File: config.mk
export PLATFORM = sky130hd
export DESIGN_NAME = cmd_sequencer
export DESIGN_NICKNAME = d
export VERILOG_FILES = /design/src/rtl/cmd_sequencer.sv
export SDC_FILE = /design/constraint.sdc
export NUM_CORES = 1
export LEC_CHECK = 0
export ABC_AREA = 1
export CORE_MARGIN = 4
export CORE_UTILIZATION = 42
export DETAILED_ROUTE_END_ITERATION = 7
export PLACE_DENSITY = 0.87
export SLEW_MARGIN = 20
export SYNTH_ARGS = -nofsm -noshare
export SYNTH_HDL_FRONTEND = slang
export SYNTH_SLANG_ARGS = --single-unit
File: constraint.sdc
create_clock -name clk -period 1.6 [get_ports clk]
set_input_delay 0.32 -clock clk [delete_from_list [all_inputs] [get_ports clk]]
set_output_delay 0.32 -clock clk [all_outputs]
set_load 0.01 [all_outputs]
File: src/rtl/cmd_sequencer.sv
// Cache-controller command sequencer: accepts one host command, launches the
// matching get/put/del sub-FSM, guards it with a timeout and returns a status.
module cmd_sequencer #(
   parameter int KEY_W          = 32,
   parameter int VAL_W          = 64,
   parameter int TIMEOUT_CYCLES = 16
) (
   input  logic             clk,
   input  logic             rst_n,
   input  logic             req_valid,
   output logic             req_ready,
   input  logic [1:0]       req_op,
   input  logic [KEY_W-1:0] req_key,
   input  logic [VAL_W-1:0] req_value,
   output logic [KEY_W-1:0] op_key,
   output logic [VAL_W-1:0] op_value,
   output logic [2:0]       sub_enter,
   output logic [2:0]       sub_en,
   input  logic [2:0]       sub_done,
   input  logic [2:0]       sub_err,
   output logic             abort,
   output logic             rsp_valid,
   input  logic             rsp_ready,
   output logic [1:0]       rsp_op,
   output logic [1:0]       rsp_status,
   output logic             busy
);

   localparam int CW = $clog2(TIMEOUT_CYCLES);
   localparam logic [CW-1:0] LAST = CW'(TIMEOUT_CYCLES - 1);

   typedef enum logic [1:0] {IDLE, DISPATCH, RUN, RESP} state_t;

   state_t          state;
   logic [2:0]      sel;
   logic [2:0]      dec;
   logic [CW-1:0]   cnt;
   logic            hit;
   logic            hit_err;

   always_comb begin
      dec = 3'b000;
      unique case (req_op)
         2'b00:   dec = 3'b001;
         2'b01:   dec = 3'b010;
         2'b10:   dec = 3'b100;
         default: dec = 3'b000;
      endcase
   end

   // Only the selected sub-FSM's done/err bits matter.
   assign hit     = |(sub_done & sel);
   assign hit_err = |(sub_err & sel);
   assign abort   = (state == RUN) && !hit && (cnt == LAST);

   always_ff @(posedge clk or negedge rst_n) begin
      if (!rst_n) begin
         state      <= IDLE;
         sel        <= 3'b000;
         cnt        <= '0;
         op_key     <= '0;
         op_value   <= '0;
         rsp_op     <= 2'b00;
         rsp_status <= 2'b00;
         sub_enter  <= 3'b000;
         sub_en     <= 3'b000;
         rsp_valid  <= 1'b0;
         req_ready  <= 1'b1;
         busy       <= 1'b0;
      end else begin
         unique case (state)
            IDLE: begin
               if (req_valid) begin
                  op_key    <= req_key;
                  op_value  <= req_value;
                  sel       <= dec;
                  req_ready <= 1'b0;
                  busy      <= 1'b1;
                  if (dec == 3'b000) begin
                     state      <= RESP;
                     rsp_op     <= 2'b11;
                     rsp_status <= 2'b11;
                     rsp_valid  <= 1'b1;
                  end else begin
                     state     <= DISPATCH;
                     rsp_op    <= req_op;
                     sub_enter <= dec;
                  end
               end
            end
            DISPATCH: begin
               sub_enter <= 3'b000;
               sub_en    <= sel;
               cnt       <= '0;
               state     <= RUN;
            end
            RUN: begin
               if (hit) begin
                  state      <= RESP;
                  sub_en     <= 3'b000;
                  rsp_valid  <= 1'b1;
                  rsp_status <= hit_err ? 2'b01 : 2'b00;
               end else if (cnt == LAST) begin
                  state      <= RESP;
                  sub_en     <= 3'b000;
                  rsp_valid  <= 1'b1;
                  rsp_status <= 2'b10;
               end else begin
                  cnt <= cnt + 1'b1;
               end
            end
            RESP: begin
               if (rsp_ready) begin
                  state     <= IDLE;
                  rsp_valid <= 1'b0;
                  req_ready <= 1'b1;
                  busy      <= 1'b0;
               end
            end
            default: state <= IDLE;
         endcase
      end
   end

endmodule
[Word level (Yosys, flattened, before mapping)]
Index checks and enable logic that the tools add are counted.
Operators by class
  muxes and demuxes: 34
  div/mod/pow operators: 0
  reduce and logical (&&, ||, !) cells: 21
  $mul: 0
  eq/ne operators: 13
  shift-type cells: 0
  add/subtract/negate cells: 1
  bitwise logic cells: 2
  order comparisons: 0
Operators by type and width (number)
  2-bit 2-to-1 mux: 10
  3-bit 2-to-1 mux: 4
  2-bit inequality test (second input constant): 6
  3-bit one-hot mux with 2 select lines: 2
  3-bit AND reduction: 4
  1-bit 2-to-1 mux: 9
  3-bit one-hot mux with 3 select lines: 1
  4-bit 2-to-1 mux: 2
  2-bit one-hot mux with 4 select lines: 1
  4-bit one-hot mux with 2 select lines: 1
  2-bit nonzero test: 4
  3-bit bitwise AND: 2
  2-bit == test (second input constant): 3
  3-bit OR reduction: 2
  5-bit AND reduction: 1
  4-bit by 1-bit adder with 4-bit output (second input constant): 1
  2-bit by 1-bit == test with 1-bit output (second input constant): 2
  4-bit == test (second input constant): 1
  2-bit zero test: 2
  1-bit one-hot mux with 2 select lines: 2
  2-bit one-hot mux with 2 select lines: 1
  2-bit AND reduction: 2
  4-bit AND reduction: 1
  3-bit zero test: 1
  5 further kinds: 6
Word-level totals
  input bits: 108
  bits in writable memories: 0
  output and inout port bits: 110
  flip-flop bits (word level): 118
  bits in latches: 0
  ROM bits: 0
  memories: 0

[Longest topological paths before layout]
  depth in word-level cells: 6
  gate-level depth with buffers: 9
  gate-level depth less buffers: 9

[Worst setup path after synthesis]
Ideal clock, no wire load.
  kind: register to register
  start: register state[0]
  end: register sel[0]
  slack: 280 ps
  cell stages (with the launch flop): 8
  data arrival time: 1203 ps
  required time: 1483 ps
  buffers on the path: 2
  cells stage by stage: dfrtp_1 > inv_1 > ha_1 > nand2_2 > buf_2 > buf_2 > nand2_1 > nand2_1
On the way
  longest elaborated chain between the ends: 2
RTL lines
  start, declared: RTL line 34  | state_t state;
  start signal, assigned: RTL line 58  | state <= IDLE;
  start signal, assigned: RTL line 80  | state <= RESP;
  start signal, assigned: RTL line 85  | state <= DISPATCH;
  2-bit zero test: RTL line 71  | unique case (state)
  2-bit AND reduction (no source line)
  end signal, assigned: RTL line 59  | sel <= 3'b000;
  end signal, assigned: RTL line 76  | sel <= dec;
  end, declared: RTL line 35  | logic [2:0] sel;
Every way passes these cells.
A chain may end at the register's enable or synchronous reset.

[Final worst setup path]
  start: register state[0]
  end: output port abort
On the way
  longest elaborated chain between the ends: 3
RTL lines
  2-bit == test: RTL line 54  | assign abort = (state == RUN) && !hit && (cnt == LAST);
  1-bit logical AND (2 in a row): RTL line 54
  end, declared: RTL line 21  | output logic abort,
Every way passes these cells.

==> impl_metrics.toml <==
[synth]
synth_cell_types = 21
synth_common_cells = "344 x nand2_1, 117 x dfrtp_1, 17 x buf_2"
ys_warn_count = 0
synth-edff-count = 0
ys_seq_area_share_pct = 62.0
avgSynthCellArea_sq_um = 8.53
synthesis.instances = 558
synth-async-reset-ratio_pct = 100
synth_top_area_cell = "dfrtp_1"
ys_ff_latch = 118
synthFlopType = "dfrtp_1"
yosys.area.top_type_share_pct = 61.5
syn-cell-area_sq_um = 4760
synth_area_leaders = "dfrtp_1 61%, nand2_1 27%, buf_2 1.8%, ha_1 1.6%, nand3_1 1.5%"
synth_fp_nets = 672
synth_most_common_cell = "nand2_1"

[clock_tree]
clk_pin_slew_worst_paths_ns = 0.06
cts.sinks = 118
clock_path_buffers = 2
htree_levels = 4
cts_made_buffers = 17
cts_tree = "done"
root_buffer = "clkbuf_16"
clkLatencyLatePin_ns = 0.41

[global_route]
grt_max_degree = 59
first_global_vias = 4724
grt_use_total_pct = 22.6
overflow = 0
antenna_found_initial = 0
grt_pass1_wl_um = 23200

[route]
drtIter0Drc = 235
wirelength_um = 14600
vias_per_cell = 4.75
ant_nets = 0
wl_per_cell_um = 15.4
drc_errors = 0
num_vias = 4507
dr.pass1.iters = 5

[power]
switching_share_pct = 36.2
p_sw_uw = 5660
p_per_area_nw_per_um2 = 2000
p_leak_uw = 0.00423
pwr-share-clk_pct = 27.1
p_int_uw = 9990
ir_drop_v = 0.000969
fin_total_pwr_uw = 15600
comb_power_share_pct = 40.2
power.share.sequential_pct = 32.7

[run_status]
violations = "setup timing"
status = "finished, violations left"

[place]
pre_cts_ws_ns = -0.350
placed_area_sq_um = 7210
gp_congestion = 0.824
dp_hpwl_um = 10100
port_buffers = 217

[worst_setup_path]
worstRegToRegCells = 8
crit_fanout = 2
worst_ep_required_time_ns = 1.28
rr_startpoint = "state[1]$_DFFE_PN0P_"
endpoint_kind = "output port"
critical_path_class = "reg -> out"
r2r_end = "op_key[8]$_DFFE_PN0P_"
reg2reg_slack_ns = 0.06
cp-start-kind = "register"
crit_arrival_ns = 1.49

[cells_and_area]
area_growth_pct = 64.6
antenna_cells = 0
layout.nets = 910
design_area_sq_um = 7840
fillers = 828
multi_input_area_sq_um = 1660
drive_gt1_share_pct = 9.02
layout.area.seq_sq_um = 2950
utilization_pct = 71.3

[die]
coreArea_sq_um = 11000
die_h_um = 114
die_area_sq_um = 13100
dieWidth_um = 114
rows = 38
start_util_pct = 43.4
io_pins = 218

[sta]
fin_skew_ns = 0.0101
fin_crit_sh_pct = 113
min_period_ns = 1.81
fmax_ghz = 0.553
tightest_slew_ns = 0.447
rsz0062_at_grt = "true"
slew_headroom_pct = 70.2
drv_slew = 0
setup-tns-final_ns = -0.209
finalHoldViolCount = 0
finalSetupViolCount = 1
setup_slack_ns = -0.209

[worst_hold_path]
hp-class = "in -> async"

[job]
cap_violations = 0
-- how the worst max path moves through the flow --
| stage | startpoint | to | slack (ns) | cells after the start |
|---|---|---|---|---|
| 2_1_floorplan | state[0]$_DFFE_PN0P_ | sel[0]$_DFFE_PN0P_ | 0.28 | 7 |
| 3_3_place_gp | sub_done[1] | abort | -0.33 | 5 |
| 3_5_place_dp | sub_done[1] | abort | -0.35 | 5 |
| 4_1_cts | cnt[0]$_DFFE_PN0P_ | abort | -0.17 | 6 |
| 5_1_grt | state[0]$_DFFE_PN0P_ | abort | -0.26 | 5 |
| 6_report | state[0]$_DFFE_PN0P_ | abort | -0.21 | 5 |
-- stage by stage --
stage,hold WS [ns],cells
floorplan,0.0244,558
global placement,0.282,912
detailed placement,0.295,912
CTS,0.404,947
global route,0.434,949
finish,0.405,949
-- critical path: stages (launching register included) --
cell     delay, ns
dfrtp_1       0.41
inv_2         0.09
ha_2          0.20
nand3_2       0.10
nor2_2        0.13
buf_2         0.15
-- cell usage in the layout, fill, tap and decap left out, drive strengths merged --
master / instances
bufbuf: 1
buf: 23
clkinv: 5
ha: 6
nand3: 15
a21oi: 1
clkdlybuf4s50: 106
nor3: 1
clkbuf: 18
inv: 20
nand4: 2
o21a: 1
dlygate4sd3: 1
bufinv: 5
dlygate4sd2: 109
nor2: 11
xor2: 1
dfstp: 1
nand2: 348
o21ai: 14
clkinvlp: 3
dfrtp: 117
-- flip-flops by register name, summed over array words and instances, names as in the netlist, 2 cells and up --
register    count
rsp_op          2
sub_enter       3
sub_en          3
op_key         32
sel             3
op_value       64
rsp_status      2
state           2
cnt             4
-- area by class of cell --
class                      instances  share of cell area [%]
sequential                       118                    37.7
timing repair buffer             240                    29.4
multi-input combinational        400                    21.2
clock buffer                      18                    5.60
clock inverter                    14                    2.84
tap                              140                    2.24
inverter                          19                   0.990
-- logic make-up after synthesis --
kind of cell,after synthesis,synth area share (%)
AND/OR/NAND/NOR,377,30.6
flip-flops,118,62.0
buffers and inverters,40,3.91
AO/OA/AOI/OAI,16,1.73
adder cells (fa/ha/maj),6,1.58
XOR/XNOR,1,0.184
-- routing by layer --
metal,vias up,routed length (um),global-route usage [%],part of all wire (%)
li1,2176,-,-,-
met1,2100,5570,26.1,38
met2,205,7440,38.4,51
met3,26,1330,8.25,9.1
met4,0,268,8.08,1.8
met5,-,0,0,0
-- power by group through the flow --
stage | Combinational [uW] | Sequential, uW | Clock (uW)
2_1_floorplan | 2440 | 5710 | 0
3_3_place_gp | 6720 | 5100 | 0
3_5_place_dp | 6950 | 5150 | 0
4_1_cts | 6270 | 5110 | 4290
5_1_grt | 6970 | 5280 | 4460
6_report | 6290 | 5120 | 4240
-- repair_timing --
item                                    in CTS  in global routing
pin swaps                                    0                  2
hold buffers                                 1                  0
endpoints found under the setup margin     167                 48
setup buffers                                1                  2
endpoints found under the hold margin       30                  0
gates resized for setup                    117                  8
cloned                                       1                  0
(Power assumes the default switching activity.)
